$ cat config.mk
export PLATFORM = sky130hd
export DESIGN_NAME = mc_controller
export DESIGN_NICKNAME = d
export VERILOG_FILES = /design/src/rtl/mc_pkg.sv /design/src/rtl/mc_aludec.sv /design/src/rtl/mc_controller.sv
export SDC_FILE = /design/constraint.sdc
export NUM_CORES = 1
export LEC_CHECK = 0
export CORE_UTILIZATION = 35
export CTS_CLUSTER_SIZE = 12
export DETAILED_ROUTE_END_ITERATION = 12
export PLACE_DENSITY = 0.86
export SYNTH_ARGS = -nofsm -noshare
export SYNTH_HDL_FRONTEND = slang
export SYNTH_HIERARCHICAL = 1
export SYNTH_SLANG_ARGS = --single-unit
$ cat constraint.sdc
create_clock -name clk -period 2.6 [get_ports clk]
set_input_delay 0.52 -clock clk [delete_from_list [all_inputs] [get_ports clk]]
set_output_delay 0.52 -clock clk [all_outputs]
set_load 0.01 [all_outputs]
$ cat src/rtl/mc_pkg.sv
// Shared types and constants for the multicycle MIPS control unit.
// Optional bne support is enabled by defining MC_BNE_EN.
package mc_pkg;

    typedef enum logic [3:0] {
        FETCH   = 4'd0,
        DECODE  = 4'd1,
        MEMADR  = 4'd2,
        MEMRD   = 4'd3,
        MEMWB   = 4'd4,
        MEMWR   = 4'd5,
        EXECUTE = 4'd6,
        ALUWB   = 4'd7,
        BRANCH  = 4'd8,
        ADDIEX  = 4'd9,
        ADDIWB  = 4'd10,
        JUMP    = 4'd11
    } state_t;

    // ADD is the zero encoding so states that do not use the ALU default to add.
    typedef enum logic [1:0] {
        ALUOP_ADD   = 2'b00,
        ALUOP_SUB   = 2'b01,
        ALUOP_FUNCT = 2'b10
    } aluop_t;

    localparam logic [5:0] OP_RTYPE = 6'b000000;
    localparam logic [5:0] OP_J     = 6'b000010;
    localparam logic [5:0] OP_BEQ   = 6'b000100;
    localparam logic [5:0] OP_BNE   = 6'b000101;
    localparam logic [5:0] OP_ADDI  = 6'b001000;
    localparam logic [5:0] OP_LW    = 6'b100011;
    localparam logic [5:0] OP_SW    = 6'b101011;

    localparam logic [5:0] FUNCT_ADD = 6'b100000;
    localparam logic [5:0] FUNCT_SUB = 6'b100010;
    localparam logic [5:0] FUNCT_AND = 6'b100100;
    localparam logic [5:0] FUNCT_OR  = 6'b100101;
    localparam logic [5:0] FUNCT_SLT = 6'b101010;

    localparam logic [2:0] ALUC_AND = 3'b000;
    localparam logic [2:0] ALUC_OR  = 3'b001;
    localparam logic [2:0] ALUC_ADD = 3'b010;
    localparam logic [2:0] ALUC_SUB = 3'b110;
    localparam logic [2:0] ALUC_SLT = 3'b111;

endpackage

$ cat src/rtl/mc_aludec.sv
// Combinational ALU decoder: aluop and funct field to ALU control.
// Unknown funct codes fall back to add without flagging anything.
module mc_aludec
    import mc_pkg::*;
(
    input  aluop_t      aluop,
    input  logic [5:0]  funct,
    output logic [2:0]  alucontrol
);

    always_comb begin
        alucontrol = ALUC_ADD;
        case (aluop)
            ALUOP_SUB: alucontrol = ALUC_SUB;
            ALUOP_FUNCT: begin
                case (funct)
                    FUNCT_ADD: alucontrol = ALUC_ADD;
                    FUNCT_SUB: alucontrol = ALUC_SUB;
                    FUNCT_AND: alucontrol = ALUC_AND;
                    FUNCT_OR:  alucontrol = ALUC_OR;
                    FUNCT_SLT: alucontrol = ALUC_SLT;
                    default:   alucontrol = ALUC_ADD;
                endcase
            end
            default: alucontrol = ALUC_ADD;
        endcase
    end

endmodule

$ cat src/rtl/mc_controller.sv
// Moore control FSM for the multicycle MIPS datapath; dbg_state exposes the state.
// Defining MC_BNE_EN decodes op 000101 (bne) as a branch taken on zero=0.
module mc_controller
    import mc_pkg::*;
(
    input  logic        clk,
    input  logic        reset_n,
    input  logic [5:0]  op,
    input  logic [5:0]  funct,
    input  logic        zero,
    output logic        pcen,
    output logic        irwrite,
    output logic        regwrite,
    output logic        memwrite,
    output logic        alusrca,
    output logic        iord,
    output logic        memtoreg,
    output logic        regdst,
    output logic [1:0]  alusrcb,
    output logic [1:0]  pcsrc,
    output logic [2:0]  alucontrol,
    output logic        illegal,
    output state_t      dbg_state
);

    state_t state, state_next;
    aluop_t aluop;
    logic   pcwrite;
    logic   branch;
    logic   bne_sel;

    always_ff @(posedge clk or negedge reset_n) begin
        if (!reset_n) state <= FETCH;
        else          state <= state_next;
    end

    always_comb begin
        state_next = FETCH;
        illegal    = 1'b0;
        irwrite    = 1'b0;
        pcwrite    = 1'b0;
        branch     = 1'b0;
        regwrite   = 1'b0;
        memwrite   = 1'b0;
        alusrca    = 1'b0;
        iord       = 1'b0;
        memtoreg   = 1'b0;
        regdst     = 1'b0;
        alusrcb    = 2'b00;
        pcsrc      = 2'b00;
        aluop      = ALUOP_ADD;
        case (state)
            FETCH: begin
                state_next = DECODE;
                irwrite    = 1'b1;
                pcwrite    = 1'b1;
                alusrcb    = 2'b01;
            end
            DECODE: begin
                alusrcb = 2'b11;
                case (op)
                    OP_LW, OP_SW: state_next = MEMADR;
                    OP_RTYPE:     state_next = EXECUTE;
                    OP_BEQ:       state_next = BRANCH;
`ifdef MC_BNE_EN
                    OP_BNE:       state_next = BRANCH;
`endif
                    OP_ADDI:      state_next = ADDIEX;
                    OP_J:         state_next = JUMP;
                    default: begin
                        state_next = FETCH;
                        illegal    = 1'b1;
                    end
                endcase
            end
            MEMADR: begin
                state_next = (op == OP_LW) ? MEMRD : MEMWR;
                alusrca    = 1'b1;
                alusrcb    = 2'b10;
            end
            ADDIEX: begin
                state_next = ADDIWB;
                alusrca    = 1'b1;
                alusrcb    = 2'b10;
            end
            MEMRD: begin
                state_next = MEMWB;
                iord       = 1'b1;
            end
            MEMWR: begin
                iord     = 1'b1;
                memwrite = 1'b1;
            end
            MEMWB: begin
                memtoreg = 1'b1;
                regwrite = 1'b1;
            end
            EXECUTE: begin
                state_next = ALUWB;
                alusrca    = 1'b1;
                aluop      = ALUOP_FUNCT;
            end
            ALUWB: begin
                regdst   = 1'b1;
                regwrite = 1'b1;
            end
            ADDIWB: regwrite = 1'b1;
            BRANCH: begin
                alusrca = 1'b1;
                aluop   = ALUOP_SUB;
                pcsrc   = 2'b01;
                branch  = 1'b1;
            end
            JUMP: begin
                pcsrc   = 2'b10;
                pcwrite = 1'b1;
            end
            default: state_next = FETCH;
        endcase
    end

`ifdef MC_BNE_EN
    assign bne_sel = (op == OP_BNE);
`else
    assign bne_sel = 1'b0;
`endif

    // zero is the live ALU flag, so the branch decision resolves in the BRANCH cycle itself.
    assign pcen      = pcwrite | (branch & (zero ^ bne_sel));
    assign dbg_state = state;

    mc_aludec u_aludec (
        .aluop      (aluop),
        .funct      (funct),
        .alucontrol (alucontrol)
    );

endmodule
======== After elaboration in Yosys (flattened, before gate mapping) ========
Index checks and enable logic that the tools add are counted.
word-level totals
  output and inout bits ................... 20
  register bits ........................... 4
  word-level logic and storage cells ...... 53
cells by class
  bitwise operators ....................... 2
  eq/ne operators ......................... 22
  reductions and logical operators ........ 9
  mux-type cells .......................... 19
operator list
  kind                  number
  $eq A6 B6 Y1 const B  6
  $pmux W4 S6           1
  $pmux W4 S5           1
  $eq A4 B3 Y1 const B  4
  $eq A4 B4 Y1 const B  4
  $pmux W3 S4           1
  $mux W1               11
  $eq A4 B2 Y1 const B  2
  $pmux W2 S2           2
  $reduce_or A2 Y1      4
  $eq A6 B2 Y1 const B  1
  $eq A6 B3 Y1 const B  1
  $eq A6 B4 Y1 const B  1
  $logic_not A6 Y1      1
  $pmux W2 S3           1
  $pmux W3 S2           1
  $reduce_or A6 Y1      1
  $eq A4 B1 Y1 const B  1
  $logic_not A4 Y1      1
  $reduce_or A4 Y1      1
  $mux W3               1
  $reduce_or A3 Y1      1
  $eq A2 B1 Y1 const B  1
  $eq A2 B2 Y1 const B  1
  2 further kinds       2

======== Depth between registers and ports, before layout ========
Gate-level depths: netlist (run 1).
  depth in word-level cells ............... 4
  mapped depth ............................ 7
  mapped depth without buffers ............ 6

======== By module ========
The synthesis (run 1) kept the hierarchy.
modules (own cells, without submodules)
  module         area an instance (um^2)  instances  seq. area each (um^2)  cells each
  mc_controller  430.4                    1          100.1                  58
  mc_aludec      118.9                    1          0.0                    15

======== Worst setup path after synthesis (run 1) ========
Ideal clock, no wire load.
  kind .................................... reg2out
  start point ............................. reg state[2] (netlist: dbg_state[2])
  end point ............................... out alucontrol[2]
  buffers on the path ..................... 1
  path slack .............................. 0.254 ns
  arrival time ............................ 1.826 ns
  data required time ...................... 2.080 ns
  cell stages (with the launch flop) ...... 8
  cell sequence ........................... dfrtp_1 > buf_2 > nand2b_1 > nor3_1 > inv_1 > ha_1 > nand4bb_1 > o22ai_1
between the ends
  longest elaborated chain between the ends .. 4
  elaborated cells on any way between the ends .. 6
  classes of those cells .................. 4 x eq/ne; 2 x mux
ends and longest elaborated chain
  element                                       line                 source
  start, declared                               mc_controller.sv:26  state_t state, state_next;
  start signal, assigned                        mc_controller.sv:34  else state <= state_next;
  $eq A4 B4 Y1 or $eq A4 B3 Y1 (tied branches)  mc_controller.sv:52  case (state)
  $pmux W2 S2 (*)                               mc_controller.sv:52
  named net aluop[0]                            mc_controller.sv:27  aluop_t aluop;
  $eq A2 B2 Y1 or $eq A2 B1 Y1 (tied branches)  mc_aludec.sv:13      case (aluop)
  $pmux W3 S2 (*)                               mc_aludec.sv:13
  end, declared                                 mc_controller.sv:21  output logic [2:0] alucontrol,
The timed path passes the listed nets; every way through them passes the cells marked *.

======== Worst setup path in the final report (run 1) ========
  start point ............................. reg state[2] (netlist: dbg_state[2])
  end point ............................... out alucontrol[0]
Same word-level chain as after synthesis.

==> results of run 1 <==
## power breakdown
| group | internal [mW] | switching (mW) |
|---|---|---|
| combinational | 0.228 | 0.195 |
| sequential | 0.0769 | 0.0209 |
| clock | 0.0516 | 0.0253 |
| total | 0.356 | 0.242 |
## synth_stat cells (all sizes together)
cell | count | area (µm²)
a21oi | 4 | 20.0
xnor2 | 1 | 8.76
a21o | 1 | 7.51
mux2i | 1 | 10.0
xor2 | 1 | 8.76
and3 | 2 | 12.5
nor3 | 10 | 50.1
and4 | 1 | 8.76
nor2 | 7 | 26.3
dfrtp | 4 | 100
o22ai | 1 | 6.26
nand2 | 2 | 7.51
nand2b | 2 | 12.5
nor4 | 3 | 33.8
nand3 | 3 | 15.0
o211ai | 3 | 22.5
inv | 6 | 22.5
o21ai | 3 | 15.0
o221ai | 1 | 8.76
ha | 2 | 25.0
buf | 4 | 20.0
a221oi | 1 | 8.76
or3b | 1 | 8.76
nor3b | 1 | 7.51
a31oi | 2 | 12.5
nor4b | 1 | 8.76
a2111oi | 1 | 15.0
a21boi | 1 | 7.51
nand4bb | 3 | 38.8
## how the worst max path moves through the flow
stage	slack [ns]	end
after floorplan	0.25	alucontrol[2]
after global placement	-0.03	illegal
after detailed placement	-0.06	illegal
after CTS	0.15	alucontrol[0]
after global routing	0.004	alucontrol[2]
final	0.13	alucontrol[0]
## area by class of cell
cell class	instances	area share, %
Clock buffer	3	2.17
Inverter	6	2.17
Multi-Input combinational cell	59	40.5
Sequential cell	4	9.65
Tap cell	15	1.81
Timing Repair Buffer	50	43.7
## layer usage
| metal | vias up | global-route usage (%) |
|---|---|---|
| met1 | 340 | 23.7 |
| met4 | 0 | 3.87 |
| li1 | 377 | - |
| met5 | - | 0 |
| met2 | 26 | 40.3 |
| met3 | 0 | 0 |
## repair_timing
item	4_1_cts	5_1_grt
buffers inserted	0	0
endpoints found under the setup margin	4	1
gates resized for setup	8	1
## layout by cell type (no fill, tap or decap), types with 2 or more instances in the layout
master           synthesis  layout
nor4_1                   2       2
dlygate4sd2_1            0       6
and3_1                   2       2
nand2b_1                 2       2
a31oi_1                  2       2
buf_4                    0      16
nand2_1                  2       2
dfrtp_1                  4       4
nand3_1                  3       3
nor3_1                  10       8
o211ai_1                 3       3
ha_1                     2       2
inv_1                    6       6
o21ai_0                  3       3
clkbuf_4                 0       3
nor3_2                   0       2
clkdlybuf4s50_1          0      28
nand4bb_1                2       2
nor2_1                   7       7
a21oi_1                  4       3
## cells by family after synthesis
logic type               count (synthesis)  share of synthesized area, %
AND/OR/NAND/NOR                         36                          41.9
AO/OA/AOI/OAI                           18                          22.6
buffers and inverters                   10                          7.74
flip-flops                               4                          18.2
XOR/XNOR                                 2                          3.19
adder cells (fa/ha/maj)                  2                          4.56
multiplexers                             1                          1.82
==> flow_metrics.py, run 1 <==
metrics = {
    "outcome": {
        "outcome": "finished, final reports clean",
    },
    "setup_path": {
        "crit_family": "simple AND/OR/NAND/NOR gates",
        "r2r_end": "dbg_state[2]$_DFF_PN0_",
        "timing.rr.start": "dbg_state[0]$_DFF_PN0_",
        "worstPathRequired_ns": 2.08,
        "cp_cell_sequence": "nand2b_1 > nor3_2 > inv_1 > ha_1 > nand4bb_1 > a21oi_2 > dlygate4sd2_1",
        "critPathMaxFanout": 3,
        "critPathBufInv": 2,
        "rrSetupSlack_ns": 1.25,
        "crit_arrival_ns": 1.95,
        "critPathSlowestCell": "dfrtp_1",
        "start_kind": "flop",
        "max_stage_delay_ns": 0.37,
        "cp_num_cells": 7,
        "cp-startpoint": "dbg_state[2]$_DFF_PN0_",
        "end_kind": "output port",
        "reg2reg_depth": 4,
        "path_class": "reg -> out",
    },
    "synthesis": {
        "yosysWarnings": 6,
        "syn_nets": 90,
        "synth_cell_type_count": 31,
        "synth_cells": 73,
        "ys_seq_area_share_pct": 18.2,
        "avgSynthCellArea_um2": 7.52,
        "mappedNetlistArea_um2": 549,
        "ys_ff_latch": 4,
    },
    "placement": {
        "placedCellCount": 134,
        "routabilityCongestion": 0.847,
        "io_buffers": 34,
        "postPlaceCellArea_mm2": 0.00101,
        "place_hpwl_um": 1440,
        "place_ws_ns": -0.0635,
    },
    "cts": {
        "cts_tree": "done",
        "clkTransAtPathRegs_ns": 0.04,
        "cts_buffers": 3,
        "cts-root-buf": "clkbuf_4",
        "hold_buffers": 0,
        "clkLatencyLatePin_ns": 0.23,
        "h-tree-depth": 1,
        "cts.sinks": 4,
        "clockBufferDepth": 2,
    },
    "final_layout": {
        "n_fill_cell": 104,
        "final_core_util_pct": 75.0,
        "antennaDiodeCount": 0,
        "largest_register_ffs": 4,
        "stdcell_count": 137,
        "area_growth_pct": 88.8,
        "drive_gt1_share_pct": 20.5,
        "seq_area_um2": 100,
        "design_area_mm2": 0.00104,
        "multi_input_area_um2": 420,
        "final_nets": 141,
    },
    "die": {
        "initial_core_util_pct": 39.7,
        "num_rows": 13,
        "core_mm2": 0.00138,
        "die_y_um": 41.6,
        "die_x_um": 41.6,
        "io_pins": 35,
        "dieArea_mm2": 0.00173,
    },
    "sta": {
        "finClkSkew_ns": 0.00180,
        "fin_tns_setup_ns": 0,
        "setup_ws_ns": 0.133,
        "min_period_ns": 2.47,
        "drv_slew": 0,
        "worst_pin_slew_ns": 0.312,
        "holdWs_ns": 0.485,
        "maxSlewHeadroom_pct": 78.9,
        "fin_crit_sh_pct": 94.9,
        "fmax_mhz": 405,
        "rsz0062_at_grt": "no",
        "finalHoldViolations": 0,
        "final-setup-viol-count": 0,
    },
    "worst_hold_path": {
        "holdCritPathClass": "in -> async",
    },
    "global_routing": {
        "antenna_found_initial": 0,
        "grt-ovfl-total": 0,
        "grt_max_degree": 13,
        "grt_pass1_wl_um": 2850,
        "grt_usage_pct": 20.2,
        "first_global_vias": 659,
    },
    "routing": {
        "wl_met1_um": 744,
        "wl_per_cell_um": 13.3,
        "ant_nets": 0,
        "firstDrtPassIters": 4,
        "top_layer": "met3",
        "wl_met3_um": 68,
        "routed-via-count": 743,
        "met2WireLength_um": 1010,
        "vias_per_cell": 5.42,
        "drtIter0Drc": 13,
        "wl_um": 1820,
        "drc_errors": 0,
    },
    "power_and_ir_drop": {
        "ir_drop_mv": 0.493,
        "power_density_mw_per_mm2": 576,
        "power.leakage_nw": 0.412,
        "power.total_mw": 0.598,
    },
    "flow_run": {
        "maxCapViolCount": 0,
    },
}
Power figures use the tool's default switching activity.
==> inputs of run 2 (changes only) <==
--- a/config.mk
+++ b/config.mk
@@ -10,3 +10,3 @@
 export DETAILED_ROUTE_END_ITERATION = 12
-export PLACE_DENSITY = 0.86
+export PLACE_DENSITY = 0.85
 export SYNTH_ARGS = -nofsm -noshare
--- a/constraint.sdc
+++ b/constraint.sdc
@@ -3,2 +3,2 @@
 set_output_delay 0.52 -clock clk [all_outputs]
-set_load 0.01 [all_outputs]
+set_load 0.02 [all_outputs]
==> flow_metrics.py, run 2 (synthesis gave the netlist of run 1 again) <==
metrics = {
    "outcome": {
        "outcome": "finished, final reports clean",
    },
    "setup_path": {
        "critPathBufInv": 2,
        "start_kind": "flop",
        "critPathSlowestCell": "dfrtp_1",
        "path_class": "reg -> out",
        "max_stage_delay_ns": 0.38,
        "crit_family": "simple AND/OR/NAND/NOR gates",
        "cp_cell_sequence": "nand2b_1 > nor3_2 > inv_1 > ha_1 > nand4bb_1 > o22ai_1 > clkbuf_2",
        "end_kind": "output port",
        "crit_arrival_ns": 1.95,
        "worstPathRequired_ns": 2.08,
        "critPathMaxFanout": 2,
    },
    "cts": {
        "cts_tree": "done",
        "clockBufferDepth": 2,
        "cts_buffers": 3,
        "hold_buffers": 0,
        "clkTransAtPathRegs_ns": 0.04,
        "clkLatencyLatePin_ns": 0.24,
        "h-tree-depth": 1,
        "cts-root-buf": "clkbuf_4",
        "cts.sinks": 4,
    },
    "final_layout": {
        "final_nets": 144,
        "design_area_mm2": 0.00105,
        "final_common_cell": "clkdlybuf4s50_1",
        "layout_common_cells": "clkdlybuf4s50_1, buf_4, nor3_1, nor2_1, inv_1",
        "antennaDiodeCount": 0,
        "final_core_util_pct": 75.9,
        "drive_gt1_share_pct": 24.0,
        "largest_register_ffs": 4,
        "area_growth_pct": 91.1,
    },
    "routing": {
        "ant_nets": 0,
        "wl_um": 1850,
        "firstDrtPassIters": 4,
        "drc_errors": 0,
        "wl_per_cell_um": 13.2,
        "routed-via-count": 790,
        "drtIter0Drc": 16,
        "vias_per_cell": 5.64,
    },
    "global_routing": {
        "grt_usage_pct": 21.3,
        "grt_max_degree": 14,
        "grt_pass1_wl_um": 2920,
        "first_global_vias": 661,
        "antenna_found_initial": 0,
        "grt-ovfl-total": 0,
    },
    "sta": {
        "finClkSkew_ns": 0.00366,
        "setup_ws_ns": 0.129,
        "drv_slew": 0,
        "fin_tns_setup_ns": 0,
        "final-setup-viol-count": 0,
        "finalHoldViolations": 0,
        "maxSlewHeadroom_pct": 79.7,
        "worst_pin_slew_ns": 0.304,
        "fin_crit_sh_pct": 95.0,
        "min_period_ns": 2.47,
        "fmax_mhz": 405,
    },
    "worst_hold_path": {
        "holdCritPathClass": "in -> async",
    },
    "die": {
        "core_mm2": 0.00138,
        "die_y_um": 41.6,
        "initial_core_util_pct": 39.7,
        "dieArea_mm2": 0.00173,
        "die_x_um": 41.6,
        "num_rows": 13,
        "io_pins": 35,
    },
    "power_and_ir_drop": {
        "power.leakage_nw": 0.415,
        "power_density_mw_per_mm2": 638,
        "ir_drop_mv": 0.344,
    },
    "placement": {
        "postPlaceCellArea_mm2": 0.00102,
        "place_ws_ns": -0.126,
        "io_buffers": 34,
        "place_hpwl_um": 1430,
        "routabilityCongestion": 0.792,
    },
    "flow_run": {
        "maxCapViolCount": 0,
    },
}
## run 2: changes by cell type in the layout (fill, tap and decap cells not counted), moves of 2 or more
cell,before,now
clkbuf_2,0,3
buf_4,16,19
dlygate4sd2_1,6,0
clkdlybuf4s50_1,28,30
## run 2: cell type report
cell class,count,area (µm²)
clock buffer,3,22.5
timing repair buffer,53,468
tap,15,18.8
fill,95,333
sequential,4,100
inverter,6,22.5
multi-input combinational,59,418
## run 2: routing by layer
metal	track usage [%]	vias up	share of wire, %
met5	0	-	0
met4	5.81	0	0
met1	26.3	375	43
met2	38.4	28	52
li1	-	387	-
met3	2.61	0	4.2
## run 2: worst paths after layout
path	endpoint	from	slack, ns	cells past startpoint
min	dbg_state[1]$_DFF_PN0_	reset_n	0.47	1
max	alucontrol[2]	dbg_state[2]$_DFF_PN0_	0.13	7
max reg2reg	dbg_state[2]$_DFF_PN0_	dbg_state[2]$_DFF_PN0_	1.26	5
min reg2reg	dbg_state[2]$_DFF_PN0_	dbg_state[3]$_DFF_PN0_	0.65	2
max in group asynchronous	dbg_state[2]$_DFF_PN0_	reset_n	1.96	1
min in group clk	dbg_state[2]$_DFF_PN0_	dbg_state[3]$_DFF_PN0_	0.65	2
## run 2: worst register-to-register path, stage by stage, from the launching register on
cell	delay [ns]
dfrtp_1	0.35
buf_4	0.12
buf_4	0.17
nor2_1	0.05
and3_1	0.18
a2111oi_2	0.36
## run 2: per-stage QoR
stage	total power [mW]	hold slack [ns]	instances
floorplan	0.346	0.224	73
global placement	0.578	0.636	136
detailed placement	0.584	0.642	136
CTS	0.667	0.471	139
global route	0.711	0.479	140
finish	0.670	0.474	140
## run 2: timing repair
item / 4_1_cts / 5_1_grt
setup endpoints to repair: 4 / 4
setup buffers: 0 / 1
pin swaps: 0 / 1
resized for setup: 6 / 8
## run 2: power by group
part	switching, mW	internal (mW)	leakage, nW
combinational	0.258	0.236	0.348
clock	0.0304	0.0520	0.0138
sequential	0.0162	0.0769	0.0531
==> inputs of run 3 (changes only) <==
- SLEW_MARGIN: not set -> 20
==> results of run 3 <==
The final DEF is identical to that of run 2; final timing and power are the same.
